File: src/rtl/entropy_pool.sv
// entropy_pool: decimates raw entropy, runs a repetition health test,
// folds samples into bytes and buffers them in a small FWFT FIFO.
module entropy_pool #(
  parameter int SAMPLE_DIV = 16,
  parameter int FOLD       = 4,
  parameter int REP_LIMIT  = 8,
  parameter int FIFO_AW    = 2
) (
  input  logic       clk,
  input  logic       rst,
  input  logic [7:0] raw,
  input  logic       out_ready,
  output logic       out_valid,
  output logic [7:0] out_dat,
  output logic       fault
);

  localparam int DW    = $clog2(SAMPLE_DIV);
  localparam int FW    = $clog2(FOLD + 1);
  localparam int RW    = $clog2(REP_LIMIT + 1);
  localparam int PW    = FIFO_AW + 1;
  localparam int DEPTH = 1 << FIFO_AW;

  logic [7:0]    r_raw_q;
  logic [DW-1:0] r_div;
  logic [RW-1:0] r_rep;
  logic [7:0]    r_last;
  logic [7:0]    r_acc;
  logic [FW-1:0] r_fold;
  logic [PW-1:0] r_wr;
  logic [PW-1:0] r_rd;
  logic [7:0]    r_mem [DEPTH];
  logic          r_fault;

  logic          w_strobe;
  logic          w_live;
  logic [RW-1:0] w_rep_nxt;
  logic          w_trip;
  logic [7:0]    w_acc_nxt;
  logic          w_fold_done;
  logic          w_push;
  logic [PW-1:0] w_cnt;
  logic          w_empty;
  logic          w_full;
  logic          w_pop;
  logic          w_wr_en;

  assign w_strobe    = (r_div == DW'(SAMPLE_DIV - 1));
  assign w_live      = w_strobe && !r_fault;
  assign w_acc_nxt   = {r_acc[6:0], r_acc[7]} ^ r_raw_q;
  assign w_fold_done = (r_fold == FW'(FOLD - 1));
  assign w_trip      = w_live && (w_rep_nxt == RW'(REP_LIMIT));
  assign w_push      = w_live && w_fold_done && !w_trip;

  assign w_cnt   = r_wr - r_rd;
  assign w_empty = (w_cnt == '0);
  assign w_full  = w_cnt[FIFO_AW];
  assign w_pop   = out_valid && out_ready;
  assign w_wr_en = w_push && (!w_full || w_pop);

  assign out_valid = !w_empty && !r_fault;
  assign out_dat   = out_valid ? r_mem[r_rd[FIFO_AW-1:0]] : 8'h00;
  assign fault     = r_fault;

  // Next repetition count; zero marks "no sample seen since reset".
  always_comb begin
    w_rep_nxt = RW'(1);
    if (r_rep != '0 && r_raw_q == r_last) begin
      if (r_rep == RW'(REP_LIMIT)) w_rep_nxt = r_rep;
      else                         w_rep_nxt = r_rep + RW'(1);
    end
  end

  // Register the raw byte so sampling sees a stable value.
  always_ff @(posedge clk) begin
    r_raw_q <= raw;
  end

  // Free-running sample divider.
  always_ff @(posedge clk) begin
    if (rst) begin
      r_div <= '0;
    end else if (w_strobe) begin
      r_div <= '0;
    end else begin
      r_div <= r_div + DW'(1);
    end
  end

  // Repetition-count health test with sticky fault.
  always_ff @(posedge clk) begin
    if (rst) begin
      r_rep   <= '0;
      r_last  <= '0;
      r_fault <= 1'b0;
    end else begin
      if (w_live) begin
        r_rep  <= w_rep_nxt;
        r_last <= r_raw_q;
      end
      if (w_trip) r_fault <= 1'b1;
    end
  end

  // Rotate-xor fold of samples into one byte.
  always_ff @(posedge clk) begin
    if (rst) begin
      r_acc  <= '0;
      r_fold <= '0;
    end else if (w_live) begin
      if (w_fold_done) begin
        r_acc  <= '0;
        r_fold <= '0;
      end else begin
        r_acc  <= w_acc_nxt;
        r_fold <= r_fold + FW'(1);
      end
    end
  end

  // FIFO pointers; a health trip flushes the buffer.
  always_ff @(posedge clk) begin
    if (rst || w_trip) begin
      r_wr <= '0;
      r_rd <= '0;
    end else begin
      if (w_wr_en) r_wr <= r_wr + PW'(1);
      if (w_pop)   r_rd <= r_rd + PW'(1);
    end
  end

  // FIFO storage; contents are only meaningful below the write pointer.
  always_ff @(posedge clk) begin
    if (w_wr_en) r_mem[r_wr[FIFO_AW-1:0]] <= w_acc_nxt;
  end

endmodule

File: config.mk
export PLATFORM = sky130hd
export DESIGN_NAME = entropy_pool
export DESIGN_NICKNAME = d
export VERILOG_FILES = /design/src/rtl/entropy_pool.sv
export SDC_FILE = /design/constraint.sdc
export NUM_CORES = 1
export LEC_CHECK = 0
export CAP_MARGIN = 10
export CORE_ASPECT_RATIO = 0.8
export CORE_MARGIN = 4
export CORE_UTILIZATION = 54
export CTS_BUF_LIST = sky130_fd_sc_hd__clkbuf_8
export CTS_CLUSTER_SIZE = 30
export DETAILED_ROUTE_END_ITERATION = 10
export DONT_BUFFER_PORTS = 1
export PLACE_DENSITY_LB_ADDON = 0.12
export REMOVE_ABC_BUFFERS = 1
export SYNTH_ARGS = -nofsm -noshare
export SYNTH_HDL_FRONTEND = slang
export SYNTH_SLANG_ARGS = --single-unit
export TNS_END_PERCENT = 10
File: constraint.sdc
create_clock -name clk -period 2.6 [get_ports clk]
set_input_delay 0.52 -clock clk [delete_from_list [all_inputs] [get_ports clk]]
set_output_delay 0.52 -clock clk [all_outputs]
set_load 0.01 [all_outputs]
Word level (Yosys, flattened, before mapping)
Memory sizes are Yosys's and may differ from the RTL's. A register that Yosys moved wholly into a read port is not among the register bits.
Cells that the tools add are included.
- ROM bits: 0
- memories: 1
- RAM bits: 32
- latch bits: 0
- flip-flop bits (word level): 42
- logic and storage cells: 48
- memory list (name ; words ; bits a word ; read ports ; clocked after memory_dff ; write ports ; line ; source):
    r_mem ; 4 ; 8 ; 1 ; 1 ; 1 ; 32 ; logic [7:0] r_mem [DEPTH];
- bitwise logic cells: 1
- add/subtract/negate cells: 6
- div/mod/pow operators: 0
- eq/ne operators: 5
- reduce and logical (&&, ||, !) cells: 17
- muxes and demuxes: 9
- $lt $le $gt $ge: 0
- shift-type cells: 0
- $mul: 0
- operators by type and width (cell ; number):
    8-bit two-way mux ; 2
    4-bit equality test, second input constant ; 3
    3-bit by 1-bit adder with 3-bit output, second input constant ; 3
    4-bit by 1-bit adder with 4-bit output, second input constant ; 2
    8-bit equality test ; 1
    1-bit logical AND ; 8
    4-bit two-way mux ; 2
    8-bit bitwise XOR ; 1
    1-bit logical NOT ; 4
    2-bit two-way mux ; 2
    4-bit nonzero test ; 1
    3-bit by 2-bit equality test with 1-bit output, second input constant ; 1
    3-bit logical NOT ; 1
    3-bit two-way mux ; 1
    3-bit subtractor ; 1
    1-bit logical OR ; 2
    1-bit two-way mux ; 2
    2-bit OR reduction ; 1

Longest topological paths before layout
- depth after elaboration: 10
- depth in mapped cells: 7
- gate-level depth less buffers: 7

Worst setup path before layout
Ideal clock, no wire load.
- kind: reg-to-reg
- from: register r_div[0]
- to: memory r_mem[3][0] (enable)
- clock period less this slack: 2.114 ns
- setup slack: 0.486 ns
- cell stages (with the launch flop): 7
- arrival time: 1.739 ns
- library setup time: 0.375 ns
- cells stage by stage: dfxtp_1 ha_1 and4b_1 buf_2 o311a_1 nand2_1 a21oi_1
- word-level cells in the longest chain between the ends: 8
- elaborated cells between the ends (all ways): 9
- RTL lines (element ; line ; source):
    start, declared ; 25 ; logic [DW-1:0] r_div;
    start signal, assigned ; 86 ; r_div <= r_div + DW'(1);
    4-bit equality test * ; 48 ; assign w_strobe = (r_div == DW'(SAMPLE_DIV - 1));
    1-bit logical AND * ; 49 ; assign w_live = w_strobe && !r_fault;
    1-bit logical AND ; 52 ; assign w_trip = w_live && (w_rep_nxt == RW'(REP_LIMIT));
    1-bit logical NOT ; 53 ; assign w_push = w_live && w_fold_done && !w_trip;
    1-bit logical AND * ; 53 ;
    1-bit logical AND * ; 59 ; assign w_wr_en = w_push && (!w_full || w_pop);
    1-bit two-way mux * ; 134 ; if (w_wr_en) r_mem[r_wr[FIFO_AW-1:0]] <= w_acc_nxt;
    1-bit two-way mux (implied by the code) * ; 134 ;
    end, declared ; 32 ;
Every way passes the cells marked *; elsewhere a longest branch is shown, timed or not.

Worst setup path after layout
- from: register r_wr[0]
- to: output out_dat[6]
- word-level cells in the longest chain between the ends: 5
- RTL lines (element ; line ; source):
    start, declared ; 30 ; logic [PW-1:0] r_wr;
    start signal, assigned ; 127 ; if (w_wr_en) r_wr <= r_wr + PW'(1);
    3-bit subtractor ; 55 ; assign w_cnt = r_wr - r_rd;
    3-bit logical NOT ; 56 ; assign w_empty = (w_cnt == '0);
    1-bit logical NOT ; 61 ; assign out_valid = !w_empty && !r_fault;
    1-bit logical AND ; 61 ;
    8-bit two-way mux ; 62 ; assign out_dat = out_valid ? r_mem[r_rd[FIFO_AW-1:0]] : 8'h00;
    end, declared ; 14 ; output logic [7:0] out_dat,
No other way between the ends.

==> run metrics <==
Hold Crit Class=in -> reg; final setup fails=0; CTS root buffer=clkbuf_8; Crit Path Category=reg -> out; Initial DRT Pass Iterations=4; MaxCap Viol Count=0; CP Launch Type=flip-flop; Gates resized, CTS repair=1; # IOs=21; Sink Count=76; RSZ-0062 raised after global routing=no; ANT nets after route=0; final slew viol count=0; final-layout fill cell count=447; sequential share of power=53.9%; total CTS buffers=9; n_diodes=0; clk_lat worst skew=0.35 ns; Clock Power Share=35.5%; Chip Width=93.5 um; NetSw=between 0.6 and 0.7 mW; worst hold slack=about 0.20 ns; Tmin final=2.34 ns; DR iter-0 viols=93; critical path cell sequence=inv_1 -> ha_1 -> nor2b_1 -> xnor2_2 -> o21bai_4 -> nor2b_1; DP Cell Count=341; CTS HTree Levels=3; final worst-path cycle share=89.8%; Gate power share=10.7%; crit path DAT=1.82 ns; GR Util All Layers=17.0%; worst hold endpoint=r_raw_q[2]; #FFs+latches synth=76; largest net degree at the start of global routing=30; gr ovfl total=0; Cell Count, Final, Fillers Out=357; nets@finish=296; worst hold stages=0; core box area=between 5000 and 6000 um^2; EDFF count, synth=32; Final Hold Violating Endpoints=0; CP Launch Point=r_wr[0]; r2r worst-path depth=8; Cells after Synth=between 200 and 300; Setup Buffers After CTS=0; Area growth, synth to finish=9.51%; yosys warns=0; DRC=0; share of layout cells above drive strength 1=11.5%; CTS tree=yes; chip height=roughly 76 um; register area share after synthesis=58.3%; WP data required=~2.1 ns; die area=approximately 7000 um^2; number of global-route vias before repair=1867; top cell family by delay on the critical path=flip-flops; nature of the critical path endpoint=primary output; detailed placer's ending HPWL=~3800 um; commonest non-fill, non-tap cells in the layout=dfxtp_1 (44), nand2_1 (33), edfxtp_1 (32); max incr delay on CP=between 0.3 and 0.4 ns; # hold bufs at CTS=0; global-route wire length before repair=between 9000 and 10000 um; Routed WL=5400 um; Mean Syn Cell Area=11.7 um^2; Synth Flop Type=dfxtp_1; outcome=complete, no violations; Power Dens Cells=702 nW/um^2; Cell Area, Synth=3160 um^2; reg2reg start=r_rd[1]; IO Port Bufs=0; Row Count=24; initial antenna violation count=0; initial cell density of the core=56.8%; TNS Setup=0 ns; via count=roughly 1900; drt via density=5.32; Buffers & Inverters on Critical Path=1; Final GP Congestion=0.746; Slowest-stage cell, CP=dfxtp_1; P_int=~1.8 mW; RR Endpoint=r_mem[0][6]; library cells used by synthesis=41; share of flip-flops with an asynchronous set or reset=0%; commonest non-fill, non-tap cell in the layout=dfxtp_1; clk_skew=approximately 0.0073 ns; Clock Tree Buf Depth=2; Clk pin slew, worst setup/hold paths=0.08 ns; critical-path maximum fanout=9; slew margin rel.=roughly 44%; most frequent CP cell=nor2b_1; worst slew pin tran=about 0.84 ns; WL per Instance=15.1 um; maximum vdd ir drop=0.454 mV; hold_sp=raw[2]; P_leak=1.24 nW; Reg2Reg Setup Slack=0.33 ns; Switching Share=24.9%; Highest Clock Rate=0.428 GHz
==> cell usage after synthesis, types with 2 or more instances <==
library cell  count  area share, %
dfxtp_1          44             28
nand2_1          33            3.9
edfxtp_1         32             30
a21oi_1          25            4.0
nor2_1           13            1.5
nor2b_1          13            2.6
xnor2_1          12            3.3
ha_1             11            4.4
nand3_1          11            1.7
xor2_1           11            3.1
inv_1             9            1.1
mux4_2            8            5.7
clkbuf_1          5           0.59
nand2b_1          4           0.79
o21ai_0           4           0.63
and2_1            3           0.59
buf_1             3           0.36
nor3_1            3           0.48
and3_1            2           0.40
mux2i_1           2           0.63
==> state kept, by name, summed over array words and instances, names as in the netlist, named ones only <==
| name | flops |
|---|---|
| r_wr | 3 |
| r_acc | 8 |
| r_last | 8 |
| r_mem | 32 |
| r_raw_q | 8 |
| r_rd | 3 |
| r_rep | 4 |
| r_fold | 3 |
| r_div | 4 |
| fault | 1 |
==> power by group through the flow <==
stage	logic [mW]	registers, mW	clock network [mW]
after CTS	0.247	1.31	0.883
after floorplan	0.201	1.32	0
after global placement	0.234	1.34	0
after detailed placement	0.242	1.34	0
final	0.259	1.31	0.861
after global routing	0.287	1.32	0.951
==> worst max-delay path by stage <==
stage          cells past startpoint           to  slack [ns]
5_1_grt                            6   out_dat[3]        0.11
6_report                           6   out_dat[6]        0.26
3_3_place_gp                       6   out_dat[0]        0.35
2_1_floorplan                      6  r_mem[0][0]        0.19
3_5_place_dp                       6   out_dat[1]        0.25
4_1_cts                            6   out_dat[1]        0.12
==> per-layer routing <==
layer  vias up  wire length (um)  share of wire, %  global-route usage [%]
met5         -                 0                 0                       0
met4         0                63               1.2                    4.83
met3         7               268               5.0                    6.32
met2        42              2400                45                    25.8
met1       898              2660                49                    22.9
li1        952                 -                 -                       -
==> cell families (layout without fill, tap and decap cells) <==
| logic type | Yosys count | count (layout) | synth area share [%] |
|---|---|---|---|
| AOI/OAI and AO/OA | 41 | 41 | 7.97 |
| xor gates and xnor gates | 23 | 23 | 6.38 |
| adders and majority gates | 11 | 11 | 4.36 |
| buffers and inverters | 19 | 29 | 2.34 |
| DFF | 76 | 76 | 58.3 |
| muxes | 10 | 10 | 6.34 |
| and+or+nand+nor | 89 | 89 | 14.3 |
==> layout make-up <==
cell class / count / area [um^2] / area share, %
tap: 78 / 97.6 / 2.82
clock inverter: 7 / 67.6 / 1.95
clock buffer: 9 / 124 / 3.58
sequential: 76 / 1840 / 53.3
multi-input combinational: 174 / 1260 / 36.5
timing repair buffer: 4 / 30.0 / 0.869
inverter: 9 / 33.8 / 0.977
==> through the flow <==
stage | area [um^2] | setup WS, ns | total power, mW | util [%]
final | 3460 | 0.264 | 2.43 | 62.2
after global routing | 3460 | 0.107 | 2.55 | 62.2
after CTS | 3440 | 0.116 | 2.44 | 61.9
after detailed placement | 3240 | 0.253 | 1.58 | 58.4
after global placement | 3240 | 0.346 | 1.57 | 58.4
after floorplan | 3120 | 0.188 | 1.52 | -
Note: power is estimated with default switching activity, not from simulation.
